### config.mk
export PLATFORM = sky130hd
export DESIGN_NAME = cmp_result_stats
export DESIGN_NICKNAME = d
export VERILOG_FILES = /design/src/rtl/cmp_stats_pkg.sv /design/src/rtl/sat_counter.sv /design/src/rtl/cmp_result_stats.sv
export SDC_FILE = /design/constraint.sdc
export NUM_CORES = 1
export LEC_CHECK = 0
export BUFFER_PORTS_ARGS = -buffer_cell sky130_fd_sc_hd__buf_4
export CAP_MARGIN = 5
export CORE_ASPECT_RATIO = 2
export CORE_MARGIN = 5
export CORE_UTILIZATION = 50
export DETAILED_ROUTE_END_ITERATION = 16
export HOLD_SLACK_MARGIN = 0.08
export PLACE_DENSITY = 0.74
export SLEW_MARGIN = 40
export SYNTH_ARGS = -nofsm -noshare
export SYNTH_HDL_FRONTEND = slang
export SYNTH_SLANG_ARGS = --single-unit
### constraint.sdc
create_clock -name clk -period 2.1 [get_ports clk]
set_input_delay 0.21 -clock clk [delete_from_list [all_inputs] [get_ports clk]]
set_output_delay 0.21 -clock clk [all_outputs]
set_load 0.01 [all_outputs]
### src/rtl/cmp_stats_pkg.sv
// Shared types for the comparator result statistics block: FSM states,
// one-hot flag patterns and a sample classifier.
package cmp_stats_pkg;

  typedef enum logic [1:0] {
    ST_IDLE = 2'd0,
    ST_RUN  = 2'd1,
    ST_DONE = 2'd2
  } state_t;

  localparam logic [2:0] FLAG_B_GT = 3'b100;
  localparam logic [2:0] FLAG_EQ   = 3'b010;
  localparam logic [2:0] FLAG_A_GT = 3'b001;

  typedef struct packed {
    logic b_gt;
    logic eq;
    logic a_gt;
    logic err;
  } sample_class_t;

  // Map a {b_gt, b_a_eq, a_gt} flag vector to exactly one outcome bucket.
  function automatic sample_class_t classify(input logic [2:0] flags);
    sample_class_t c;
    c = '0;
    case (flags)
      FLAG_B_GT: c.b_gt = 1'b1;
      FLAG_EQ:   c.eq   = 1'b1;
      FLAG_A_GT: c.a_gt = 1'b1;
      default:   c.err  = 1'b1;
    endcase
    return c;
  endfunction

endpackage

### src/rtl/sat_counter.sv
// Saturating up-counter with synchronous clear (clear wins over increment).
module sat_counter #(
  parameter int unsigned W = 8
) (
  input  logic         clk,
  input  logic         rst_n,
  input  logic         clr,
  input  logic         inc,
  output logic [W-1:0] q
);

  always_ff @(posedge clk or negedge rst_n) begin
    if (!rst_n) begin
      q <= '0;
    end else if (clr) begin
      q <= '0;
    end else if (inc && (q != '1)) begin
      q <= q + W'(1);
    end
  end

endmodule

### src/rtl/cmp_result_stats.sv
// Counts comparator outcomes and invalid flag patterns over a window of
// WINDOW valid samples, then publishes the totals with a one-cycle done pulse.
module cmp_result_stats
  import cmp_stats_pkg::*;
#(
  parameter int unsigned CNT_W  = 8,
  parameter int unsigned WINDOW = 16
) (
  input  logic             clk,
  input  logic             rst_n,
  input  logic             start,
  input  logic             in_valid,
  input  logic             b_gt,
  input  logic             b_a_eq,
  input  logic             a_gt,
  output logic             busy,
  output logic             done,
  output logic             all_onehot,
  output logic [CNT_W-1:0] cnt_b_gt,
  output logic [CNT_W-1:0] cnt_eq,
  output logic [CNT_W-1:0] cnt_a_gt,
  output logic [CNT_W-1:0] err_cnt
);

  localparam int unsigned IDX_W = $clog2(WINDOW + 1);
  localparam logic [IDX_W-1:0] LAST_IDX = IDX_W'(WINDOW - 1);

  state_t           state_q, state_d;
  logic [IDX_W-1:0] idx_q;
  logic             win_clr;
  logic             sample;
  sample_class_t    cls;

  logic [CNT_W-1:0] w_b_gt, w_eq, w_a_gt, w_err;

  // Next-state and per-cycle control decode.
  always_comb begin
    state_d = state_q;
    win_clr = 1'b0;
    sample  = 1'b0;
    cls     = classify({b_gt, b_a_eq, a_gt});
    case (state_q)
      ST_IDLE: begin
        if (start) begin
          state_d = ST_RUN;
          win_clr = 1'b1;
        end
      end
      ST_RUN: begin
        if (in_valid) begin
          sample = 1'b1;
          if (idx_q == LAST_IDX) begin
            state_d = ST_DONE;
          end
        end
      end
      ST_DONE: state_d = ST_IDLE;
      default: state_d = ST_IDLE;
    endcase
  end

  always_ff @(posedge clk or negedge rst_n) begin
    if (!rst_n) begin
      state_q <= ST_IDLE;
    end else begin
      state_q <= state_d;
    end
  end

  // Sample index runs independently of counter saturation.
  always_ff @(posedge clk or negedge rst_n) begin
    if (!rst_n) begin
      idx_q <= '0;
    end else if (win_clr) begin
      idx_q <= '0;
    end else if (sample) begin
      idx_q <= idx_q + IDX_W'(1);
    end
  end

  sat_counter #(.W(CNT_W)) u_cnt_b_gt (
    .clk   (clk),
    .rst_n (rst_n),
    .clr   (win_clr),
    .inc   (sample && cls.b_gt),
    .q     (w_b_gt)
  );

  sat_counter #(.W(CNT_W)) u_cnt_eq (
    .clk   (clk),
    .rst_n (rst_n),
    .clr   (win_clr),
    .inc   (sample && cls.eq),
    .q     (w_eq)
  );

  sat_counter #(.W(CNT_W)) u_cnt_a_gt (
    .clk   (clk),
    .rst_n (rst_n),
    .clr   (win_clr),
    .inc   (sample && cls.a_gt),
    .q     (w_a_gt)
  );

  sat_counter #(.W(CNT_W)) u_cnt_err (
    .clk   (clk),
    .rst_n (rst_n),
    .clr   (win_clr),
    .inc   (sample && cls.err),
    .q     (w_err)
  );

  // Published results load on the DONE cycle, after the last sample has landed.
  always_ff @(posedge clk or negedge rst_n) begin
    if (!rst_n) begin
      busy       <= 1'b0;
      done       <= 1'b0;
      all_onehot <= 1'b0;
      cnt_b_gt   <= '0;
      cnt_eq     <= '0;
      cnt_a_gt   <= '0;
      err_cnt    <= '0;
    end else begin
      busy <= (state_d == ST_RUN);
      done <= (state_q == ST_DONE);
      if (state_q == ST_DONE) begin
        all_onehot <= (w_err == '0);
        cnt_b_gt   <= w_b_gt;
        cnt_eq     <= w_eq;
        cnt_a_gt   <= w_a_gt;
        err_cnt    <= w_err;
      end
    end
  end

endmodule

==> results.md <==
* Syn Area/Cell at 11.1 sq um
* Post-detail-place hpwl at 5200 microns
* Worst hold start: in_valid
* CP Data Arrival Time at 2.18 ns
* Startpoint Class: register
* Hold depth at 2
* CTS tree: built
* Crit path required time at 2.33 ns
* Worst setup EP type: register
* Routed via count at 2,560
* Netlist cell types at 49
* Comb power frac at 16.3%
* Nets at 370
* R2R cell count at 5
* Hold buffer count at cts at 1
* Cell accounting for the most synthesized area: dfrtp_1
* Synth Flop Type: dfrtp_1
* Sequential share of power at 45.0%
* Worst R2R End: u_cnt_eq.q[5]$_DFFE_PN0P_
* Final Hold Fails at 0
* Internal cell power at 2.98 mW
* Final Power at 4.18 mW
* Die height at 127 microns
* Largest net degree at the start of global routing at 41
* Buffers and inverters on the worst path at 0
* Max cap viols at 0
* Synth Instances at 308
* Number of synthesized flops with an enable pin at 0
* Rel. slew slack at 62.6%
* Area contributors post-synth: dfrtp_1 (54%), mux2_2 (10%), o21ai_0 (2.9%), ha_1 (2.6%), nand2_1 (2.3%)
* Root Driver: clkbuf_16
* Clk slew on worst S/H paths at 0.06 ns
* Fin crit share at 93.0%
* Switching power at 1.19 mW
* Seq cells post-synth at 74
* Site Rows at 42
* Die Area at 8720 sq um
* DR WL/cell at 16.5 microns
* Worst path cell trace: ha_1, and3_1, a311o_1, mux2_1, a21o_1
* Net Count, Synth at 322
* Max incr delay on CP at 0.43 ns
* Hold Path Class: primary input to register
* WL final at 7410 microns
* Syn Std Cell Area at 3430 sq um
* RSZ-0062 raised after global routing: no
* Pwr dens at 999 nW/um^2
* Dpl ws at 0.159 ns
* Vias per cell at 5.70
* First-pass GRT wire length at 12,700 microns
* Kind of critical path: register to register
* CORE AREA at 6670 sq um
* Clk buf depth at 2
* Setup-failing EPs final at 0
* H-tree depth at 3
* Vias in the first global route at 2,675
* RePlAce Congestion at 0.796
* Initial core utilization at 51.4%
* Clk_lat worst skew at 0.34 ns
* CP top delay family: compound AO/OA/AOI/OAI gates
* Crit path from: u_cnt_eq.q[0]$_DFFE_PN0P_
* Antenna diode instance count at 0
* Worst Clk Skew at 0.00430 ns
* Post-synth top area share at 53.9%
* Commonest cells in the netlist: dfrtp_1 (74), mux2_2 (31), nand2_1 (21)
* IO Count at 42
* Setup TNS at 0 ns
* Leakage at 1.99 nW
* Post-synthesis sequential area ratio at 53.9%
* Final min period at 1.95 ns
* Ys async rst share at 100%
* Syn. warnings at 0
* Post-CTS resize count at 0
* Count of final max-slew check failures at 0
* Buffer count from post-CTS setup fixing at 0
* Worst slew pin tran at 0.559 ns
* Crit path depth at 5
* Fillcell total at 539
* Maximum fanout along the worst path at 8
* Slowest cell on the critical path: a311o_1
* Placed cell count at 432
* Worst hold path endpoint: state_q[0]$_DFF_PN0_
* CTS Buf Count at 9
* Worst vdd ir at 0.000717 V
* P&R area growth vs syn at 21.8%
* Drt drc at 0
* 1st-iter DRT viols at 174
* Status: completed
* Peak Freq at 512 MHz
* Clock sink count at 74
* Share of post-route cells with drive strength above 1 at 28.3%
* R2r startpoint: u_cnt_eq.q[0]$_DFFE_PN0P_
* Routed Antenna Nets at 0
* Pre-antenna DRT Iters at 4
* Sw frac at 28.5%
* Initial antenna violation count at 0
* Grt total ovfl at 0
* Most common cell in the synthesized netlist: dfrtp_1
* Die Wd at 68.6 microns
* Buffers on Ports at 41
* Clock power frac at 38.6%
* Gr usage total at 19.7%
* Fin worst setup slack at 0.147 ns
* Finished Layout Cells at 449
* Reg2Reg Setup Slack at 0.15 ns
==> layout make-up <==
class / count / area, sq um / area share (%)
repair buffers: 50 / 390 / 9.34
clock buffers: 15 / 288 / 6.88
inverters: 10 / 38.8 / 0.928
multi-input cells: 211 / 1470 / 35.2
clock inverters: 1 / 30.0 / 0.718
well taps: 88 / 110 / 2.63
flip-flops and latches: 74 / 1850 / 44.3
==> cells by family after synthesis <==
group | after synthesis | synth area share (%)
fa+ha+maj | 7 | 2.55
xor+xnor | 4 | 1.02
buf+inv | 23 | 3.17
mux | 35 | 11.4
simple gates | 105 | 16.6
flops | 74 | 53.9
compound gates | 60 | 11.3
==> cells in the final DEF (no fill, tap or decap), drive strengths merged, types with 5 or more instances in the layout <==
| master | synthesis | routed |
|---|---|---|
| ha | 7 | 7 |
| nand4 | 6 | 6 |
| o211ai | 5 | 5 |
| dfrtp | 74 | 74 |
| buf | 8 | 49 |
| inv | 8 | 8 |
| or3 | 10 | 10 |
| nor3 | 7 | 7 |
| nand2b | 5 | 5 |
| o21ai | 20 | 20 |
| clkbuf | 5 | 15 |
| nor2 | 16 | 16 |
| mux2 | 33 | 33 |
| nand2 | 21 | 21 |
| a21oi | 14 | 14 |
| nand3 | 16 | 16 |
==> per-stage QoR <==
stage          hold WS, ns  cell area (sq um)  util, %
6_report             0.124               4180     62.7
4_1_cts              0.115               4180     62.7
5_1_grt              0.132               4180     62.7
3_5_place_dp         0.194               3850     57.7
3_3_place_gp         0.186               3850     57.7
2_1_floorplan      -0.0856               3430        -
==> flip-flops by register name, indices dropped and copies added (netlist names), 2 cells and up <==
register / count
cnt_a_gt: 8
cnt_b_gt: 8
cnt_eq: 8
err_cnt: 8
idx_q: 5
state_q: 2
u_cnt_a_gt.q: 8
u_cnt_b_gt.q: 8
u_cnt_eq.q: 8
u_cnt_err.q: 8
==> power groups by stage <==
stage               registers (mW)  logic, mW  clock network (mW)
global placement              1.88      0.652                   0
CTS                           1.88      0.695                1.64
finish                        1.88      0.682                1.61
global route                  1.92      0.778                1.71
floorplan                     1.84      0.491                   0
detailed placement            1.90      0.685                   0
==> how the worst max path moves through the flow <==
stage,endpoint
after floorplan,u_cnt_eq.q[5]$_DFFE_PN0P_
after global placement,u_cnt_eq.q[7]$_DFFE_PN0P_
after detailed placement,u_cnt_eq.q[5]$_DFFE_PN0P_
after CTS,u_cnt_eq.q[5]$_DFFE_PN0P_
after global routing,u_cnt_eq.q[5]$_DFFE_PN0P_
final,u_cnt_eq.q[5]$_DFFE_PN0P_
==> per-layer routing <==
metal  GRT usage [%]  wire length (microns)
met1            20.9                   2690
met2            34.3                   4260
met3            6.15                    312
met4            8.56                    158
met5               0                      0
Note: power is estimated with default switching activity, not from simulation.
